$ cat config.mk
export PLATFORM = sky130hd
export DESIGN_NAME = instr_encoder
export DESIGN_NICKNAME = d
export VERILOG_FILES = /design/src/rtl/riscv_pkg.sv /design/src/rtl/imm_pack.sv /design/src/rtl/instr_encoder.sv
export SDC_FILE = /design/constraint.sdc
export NUM_CORES = 1
export LEC_CHECK = 0
export ABC_AREA = 1
export CORE_ASPECT_RATIO = 0.5
export CORE_MARGIN = 2
export CORE_UTILIZATION = 55
export DETAILED_ROUTE_END_ITERATION = 8
export DONT_BUFFER_PORTS = 1
export GPL_ROUTABILITY_DRIVEN = 0
export PLACE_DENSITY = 0.76
export SLEW_MARGIN = 20
export SYNTH_ARGS = -nofsm -noshare
export SYNTH_HDL_FRONTEND = slang
export SYNTH_SLANG_ARGS = --single-unit
$ cat constraint.sdc
create_clock -name clk -period 2.2 [get_ports clk]
set_input_delay 0.44 -clock clk [delete_from_list [all_inputs] [get_ports clk]]
set_output_delay 0.44 -clock clk [all_outputs]
set_load 0.1 [all_outputs]
$ cat src/rtl/riscv_pkg.sv
// RV32I opcode, instruction-kind and funct3 constants shared by the encoder and the ctrl/alu decode path.
// Constants only; no logic, latency or backpressure of its own.
package riscv_pkg;

  localparam logic [6:0] OP_R      = 7'b0110011;
  localparam logic [6:0] OP_IMM    = 7'b0010011;
  localparam logic [6:0] OP_LOAD   = 7'b0000011;
  localparam logic [6:0] OP_STORE  = 7'b0100011;
  localparam logic [6:0] OP_BRANCH = 7'b1100011;
  localparam logic [6:0] OP_JAL    = 7'b1101111;

  typedef enum logic [2:0] {
    KIND_R      = 3'd0,
    KIND_IMM    = 3'd1,
    KIND_LOAD   = 3'd2,
    KIND_STORE  = 3'd3,
    KIND_BRANCH = 3'd4,
    KIND_JAL    = 3'd5
  } instr_kind_e;

  localparam logic [2:0] F3_ADD_SUB = 3'b000;
  localparam logic [2:0] F3_SLL     = 3'b001;
  localparam logic [2:0] F3_SLT     = 3'b010;
  localparam logic [2:0] F3_SLTU    = 3'b011;
  localparam logic [2:0] F3_XOR     = 3'b100;
  localparam logic [2:0] F3_SRL_SRA = 3'b101;
  localparam logic [2:0] F3_OR      = 3'b110;
  localparam logic [2:0] F3_AND     = 3'b111;

  localparam logic [2:0] F3_BEQ  = 3'b000;
  localparam logic [2:0] F3_BNE  = 3'b001;
  localparam logic [2:0] F3_LW   = 3'b010;
  localparam logic [2:0] F3_SW   = 3'b010;

endpackage

$ cat src/rtl/imm_pack.sv
// Combinational field packer: builds the RV32I word for one bundle and flags out-of-range immediates.
// Zero latency; no handshake, the caller decides when the result is used.
module imm_pack
  import riscv_pkg::*;
(
  input  logic [2:0]  kind_i,
  input  logic [2:0]  f3_i,
  input  logic        f7b5_i,
  input  logic [4:0]  rd_i,
  input  logic [4:0]  rs1_i,
  input  logic [4:0]  rs2_i,
  input  logic [31:0] imm_i,
  output logic [31:0] instr_o,
  output logic        legal_o
);

  logic fits12;
  logic fits13;
  logic fits21;
  logic is_shift;

  // fitsN: imm is representable as an N-bit signed value
  assign fits12   = (&imm_i[31:11]) || !(|imm_i[31:11]);
  assign fits13   = (&imm_i[31:12]) || !(|imm_i[31:12]);
  assign fits21   = (&imm_i[31:20]) || !(|imm_i[31:20]);
  assign is_shift = (f3_i == F3_SLL) || (f3_i == F3_SRL_SRA);

  always_comb begin
    instr_o = '0;
    legal_o = 1'b0;
    case (kind_i)
      KIND_R: begin
        instr_o = {1'b0, f7b5_i, 5'b00000, rs2_i, rs1_i, f3_i, rd_i, OP_R};
        legal_o = 1'b1;
      end
      KIND_IMM: begin
        if (is_shift) begin
          instr_o = {1'b0, f7b5_i, 5'b00000, imm_i[4:0], rs1_i, f3_i, rd_i, OP_IMM};
          legal_o = !(|imm_i[31:5]);
        end else begin
          instr_o = {imm_i[11:0], rs1_i, f3_i, rd_i, OP_IMM};
          legal_o = fits12;
        end
      end
      KIND_LOAD: begin
        instr_o = {imm_i[11:0], rs1_i, f3_i, rd_i, OP_LOAD};
        legal_o = fits12;
      end
      KIND_STORE: begin
        instr_o = {imm_i[11:5], rs2_i, rs1_i, f3_i, imm_i[4:0], OP_STORE};
        legal_o = fits12;
      end
      KIND_BRANCH: begin
        instr_o = {imm_i[12], imm_i[10:5], rs2_i, rs1_i, f3_i, imm_i[4:1], imm_i[11], OP_BRANCH};
        legal_o = fits13 && !imm_i[0];
      end
      KIND_JAL: begin
        instr_o = {imm_i[20], imm_i[10:1], imm_i[11], imm_i[19:12], rd_i, OP_JAL};
        legal_o = fits21 && !imm_i[0];
      end
      default: begin
        instr_o = '0;
        legal_o = 1'b0;
      end
    endcase
  end

endmodule

$ cat src/rtl/instr_encoder.sv
// Encodes field bundles into RV32I words with a byte address; legal words appear 1 cycle after acceptance.
// Single output register: in_ready = !out_valid || out_ready, output held stable while stalled.
module instr_encoder
  import riscv_pkg::*;
#(
  parameter int unsigned           ADDR_W     = 32,
  parameter logic [ADDR_W-1:0]     RESET_ADDR = '0
) (
  input  logic              clk,
  input  logic              rst_n,
  input  logic              in_valid,
  output logic              in_ready,
  input  logic [2:0]        in_kind,
  input  logic [2:0]        in_funct3,
  input  logic              in_funct7b5,
  input  logic [4:0]        in_rd,
  input  logic [4:0]        in_rs1,
  input  logic [4:0]        in_rs2,
  input  logic [31:0]       in_imm,
  input  logic              addr_load,
  input  logic [ADDR_W-1:0] addr_base,
  output logic              out_valid,
  input  logic              out_ready,
  output logic [31:0]       out_instr,
  output logic [ADDR_W-1:0] out_addr,
  output logic              err
);

  logic              out_valid_q, out_valid_d;
  logic [31:0]       out_instr_q, out_instr_d;
  logic [ADDR_W-1:0] out_addr_q,  out_addr_d;
  logic [ADDR_W-1:0] next_addr_q, next_addr_d;
  logic              err_q,       err_d;

  logic [31:0]       enc_instr;
  logic              enc_legal;
  logic              accept;
  logic [ADDR_W-1:0] base_aligned;
  logic [ADDR_W-1:0] word_addr;
  logic              unused_base_lsbs;

  imm_pack u_imm_pack (
    .kind_i  (in_kind),
    .f3_i    (in_funct3),
    .f7b5_i  (in_funct7b5),
    .rd_i    (in_rd),
    .rs1_i   (in_rs1),
    .rs2_i   (in_rs2),
    .imm_i   (in_imm),
    .instr_o (enc_instr),
    .legal_o (enc_legal)
  );

  assign in_ready         = !out_valid_q || out_ready;
  assign accept           = in_valid && in_ready;
  assign base_aligned     = {addr_base[ADDR_W-1:2], 2'b00};
  assign unused_base_lsbs = ^addr_base[1:0];
  // A load in the same cycle as an acceptance addresses that very word
  assign word_addr        = addr_load ? base_aligned : next_addr_q;

  always_comb begin
    out_valid_d = out_valid_q;
    out_instr_d = out_instr_q;
    out_addr_d  = out_addr_q;
    next_addr_d = next_addr_q;
    err_d       = accept && !enc_legal;

    if (out_valid_q && out_ready) begin
      out_valid_d = 1'b0;
    end
    if (addr_load) begin
      next_addr_d = base_aligned;
    end
    if (accept && enc_legal) begin
      out_valid_d = 1'b1;
      out_instr_d = enc_instr;
      out_addr_d  = word_addr;
      next_addr_d = word_addr + ADDR_W'(4);
    end
  end

  always_ff @(posedge clk or negedge rst_n) begin
    if (!rst_n) begin
      out_valid_q <= 1'b0;
      out_instr_q <= '0;
      out_addr_q  <= '0;
      next_addr_q <= RESET_ADDR;
      err_q       <= 1'b0;
    end else begin
      out_valid_q <= out_valid_d;
      out_instr_q <= out_instr_d;
      out_addr_q  <= out_addr_d;
      next_addr_q <= next_addr_d;
      err_q       <= err_d;
    end
  end

  assign out_valid = out_valid_q;
  assign out_instr = out_instr_q;
  assign out_addr  = out_addr_q;
  assign err       = err_q;

endmodule
==> flow_summary.json <==
{
  "outcome": "finished, violations left",
  "violations": "hold timing",
  "cts_root_buf": "clkbuf_16",
  "dp_slack_ns": 0.269,
  "hold_viol": 96,
  "power.switching_mw": 3.10,
  "avgSynthCellArea_sq_um": 6.61,
  "cts_buffer_depth": 2,
  "dieArea_sq_mm": 0.0119,
  "die_h_microns": 78.2,
  "internal-power_mw": 3.52,
  "drive_above_1_share": 0.140,
  "clock_latency_ns": 0.35,
  "end_kind": "flop",
  "gr-total-overflow": 0,
  "coreArea_sq_mm": 0.0108,
  "drc": 0,
  "antenna_cells": 0,
  "postRouteWirelength_microns": 15500,
  "area_growth_pct": 14.7,
  "synth_area_sq_mm": 0.00605,
  "final_antenna_net_count": 0,
  "cp_slowest_cell": "dfrtp_1",
  "rows": 27,
  "start_kind": "flop",
  "ir_worst_vdd_mv": 0.506,
  "maxSlewHeadroom": 0.626,
  "hpwl_microns": 11100,
  "num-nets-final": 1057,
  "drt-pass1-iter-count": 7,
  "min_period_ns": 1.74,
  "power_density_mw_per_mm2": 953,
  "grt_max_degree": 97,
  "grt_setup_unrepaired": "no",
  "grt_first_pass_wirelength_microns": 26000,
  "cpMostUsedCell": "nand2_1",
  "yosys_register_bits": 96,
  "setup_viol": 0,
  "syn-instance-count": 915,
  "dieWidth_microns": 152,
  "start_util": 0.558,
  "slowest_delay_ns": 0.32,
  "path_clk_slew_ns": 0.07,
  "path_buf_inv": 3,
  "whs_ns": -0.221,
  "cp.required_ns": 2.43,
  "power_leakage_nw": 3.80,
  "grt_pass1_vias": 5558,
  "max_freq_mhz": 574,
  "grt_util_all_layers": 0.265,
  "ys_seq_area_frac": 0.397,
  "grt_antenna_before_repair": 0,
  "final_cell_mix": "nand2_1 (414), nand3_1 (108), dfrtp_1 (93), nor2_1 (87), buf_4 (74)",
  "skew_ns": 0.0117,
  "wl_per_cell_microns": 13.9,
  "critical_path.max_fanout": 5,
  "slew_violations": 0,
  "clock-sinks": 96,
  "synth.distinct_cells": 33,
  "cts_tree": "yes",
  "worstMarginPinSlew_ns": 0.560,
  "yosys_warnings": 0,
  "period_share": 0.791,
  "p_seq_frac": 0.321,
  "clkPwrFrac": 0.246,
  "crit_type": "flop to flop",
  "p_sw_frac": 0.468,
  "cts.htree.levels": 3,
  "postCtsSetupRepairBufs": 0,
  "final_common_cell": "nand2_1",
  "num_io_pins": 158,
  "cp_top_family": "simple AND/OR/NAND/NOR gates",
  "setup_tns_ns": 0,
  "synth_fp_nets": 1007,
  "max_cap_viol_count": 0,
  "hp-class": "input port to asynchronous set/reset pin",
  "drt_iter0_markers": 417,
  "combPwrFrac": 0.433,
  "vias": 5796,
  "via_per_inst": 5.20,
  "arrival_ns": 1.97,
  "path_cells": "inv_1, o21ai_1, ha_1, inv_1, nor2_2, nand2_1, inv_1, nand2_1, nand2_1, nand2_1, nand3_1, nand2_1",
  "cts_buffers": 9,
  "io_buffers": 0,
  "final.setup.worst_slack_ns": 0.459,
  "ctsResizeCount": 0
}
## cell type report
class	count	area (sq um)
Fill cell	1017	3900
Timing Repair Buffer	80	676
Clock inverter	6	72.6
Multi-Input combinational cell	705	3090
Inverter	73	277
Sequential cell	96	2410
Clock buffer	10	239
Tap cell	145	181
## logic make-up (layout without fill, tap and decap cells)
family	after synthesis	count (layout)	share of synthesized area
AND/OR/NAND/NOR	654	654	0.452
buffers and inverters	114	169	0.0941
flip-flops	96	96	0.397
AO/OA/AOI/OAI	34	34	0.0312
XOR/XNOR	15	15	0.0217
adder cells (fa/ha/maj)	1	1	0.00207
multiplexers	1	1	0.00165
## routing by layer
layer | vias up | part of all wire | global-route usage
met5 | - | 0 | 0
met4 | 0 | 0.018 | 0.0748
met3 | 32 | 0.082 | 0.0779
met2 | 247 | 0.46 | 0.440
met1 | 2585 | 0.44 | 0.342
li1 | 2932 | - | -
## power by group through the flow
stage	combinational (mW)	sequential (mW)	clock [mW]
CTS	2.87	2.13	1.66
floorplan	0.645	3.82	0
finish	2.86	2.12	1.63
global placement	2.83	2.15	0
detailed placement	2.86	2.16	0
global route	3.01	2.15	1.72
## through the flow
step	cell area [sq um]	utilization	instances	total power, mW
final	6940	0.640	1115	6.61
after global routing	6940	0.640	1115	6.88
after CTS	6940	0.640	1115	6.65
after detailed placement	6630	0.611	1099	5.02
after global placement	6630	0.611	1099	4.98
after floorplan	6060	-	915	4.46
## sequential cells by signal (all words and copies together), names as in the netlist
register and cells:
next_addr_q 32, out_addr 32, out_instr 30, err 1, out_valid 1
## synth_stat cells
cell type | count | area (sq um)
a21oi_1 | 2 | 10.0
a22oi_1 | 1 | 7.51
and2_1 | 1 | 6.26
buf_1 | 1 | 3.75
buf_2 | 3 | 15.0
buf_4 | 14 | 105
buf_6 | 11 | 124
clkbuf_1 | 12 | 45.0
dfrtp_1 | 96 | 2400
ha_1 | 1 | 12.5
inv_1 | 67 | 251
inv_2 | 5 | 18.8
inv_4 | 1 | 6.26
mux2i_1 | 1 | 10.0
nand2_1 | 416 | 1560
nand2_2 | 13 | 81.3
nand3_1 | 108 | 541
nand3_2 | 2 | 20.0
nand3b_1 | 10 | 75.1
nand4_1 | 5 | 31.3
nor2_1 | 87 | 327
nor2_2 | 6 | 37.5
nor2_4 | 4 | 45.0
o211ai_1 | 2 | 15.0
o21ai_0 | 23 | 115
o21ai_1 | 2 | 10.0
o21ai_2 | 2 | 17.5
o21bai_1 | 1 | 7.51
o22ai_1 | 1 | 6.26
or2_1 | 1 | 6.26
or2_2 | 1 | 6.26
xnor2_1 | 4 | 35.0
xor2_1 | 11 | 96.3
## worst paths after layout
kind	from	end	slack, ns	depth (start not counted)
max	next_addr_q[3]	next_addr_q[26]	0.46	12
min	rst_n	out_instr[28]	-0.22	0
max reg2reg	next_addr_q[3]	next_addr_q[26]	0.46	12
min reg2reg	out_addr[16]	out_addr[16]	0.47	2
max in group asynchronous	rst_n	out_instr[1]	2.19	0
min in group clk	addr_load	next_addr_q[1]	0.17	1
## worst register-to-register path, delay by kind of cell (launching register included)
| kind | cells | cell delay, ns |
|---|---|---|
| adder cells (fa/ha/maj) | 1 | 0.25 |
| AND/OR/NAND/NOR | 7 | 0.69 |
| flip-flops | 1 | 0.32 |
| AO/OA/AOI/OAI | 1 | 0.15 |
| buffers and inverters | 3 | 0.23 |
(Power assumes the default switching activity.)
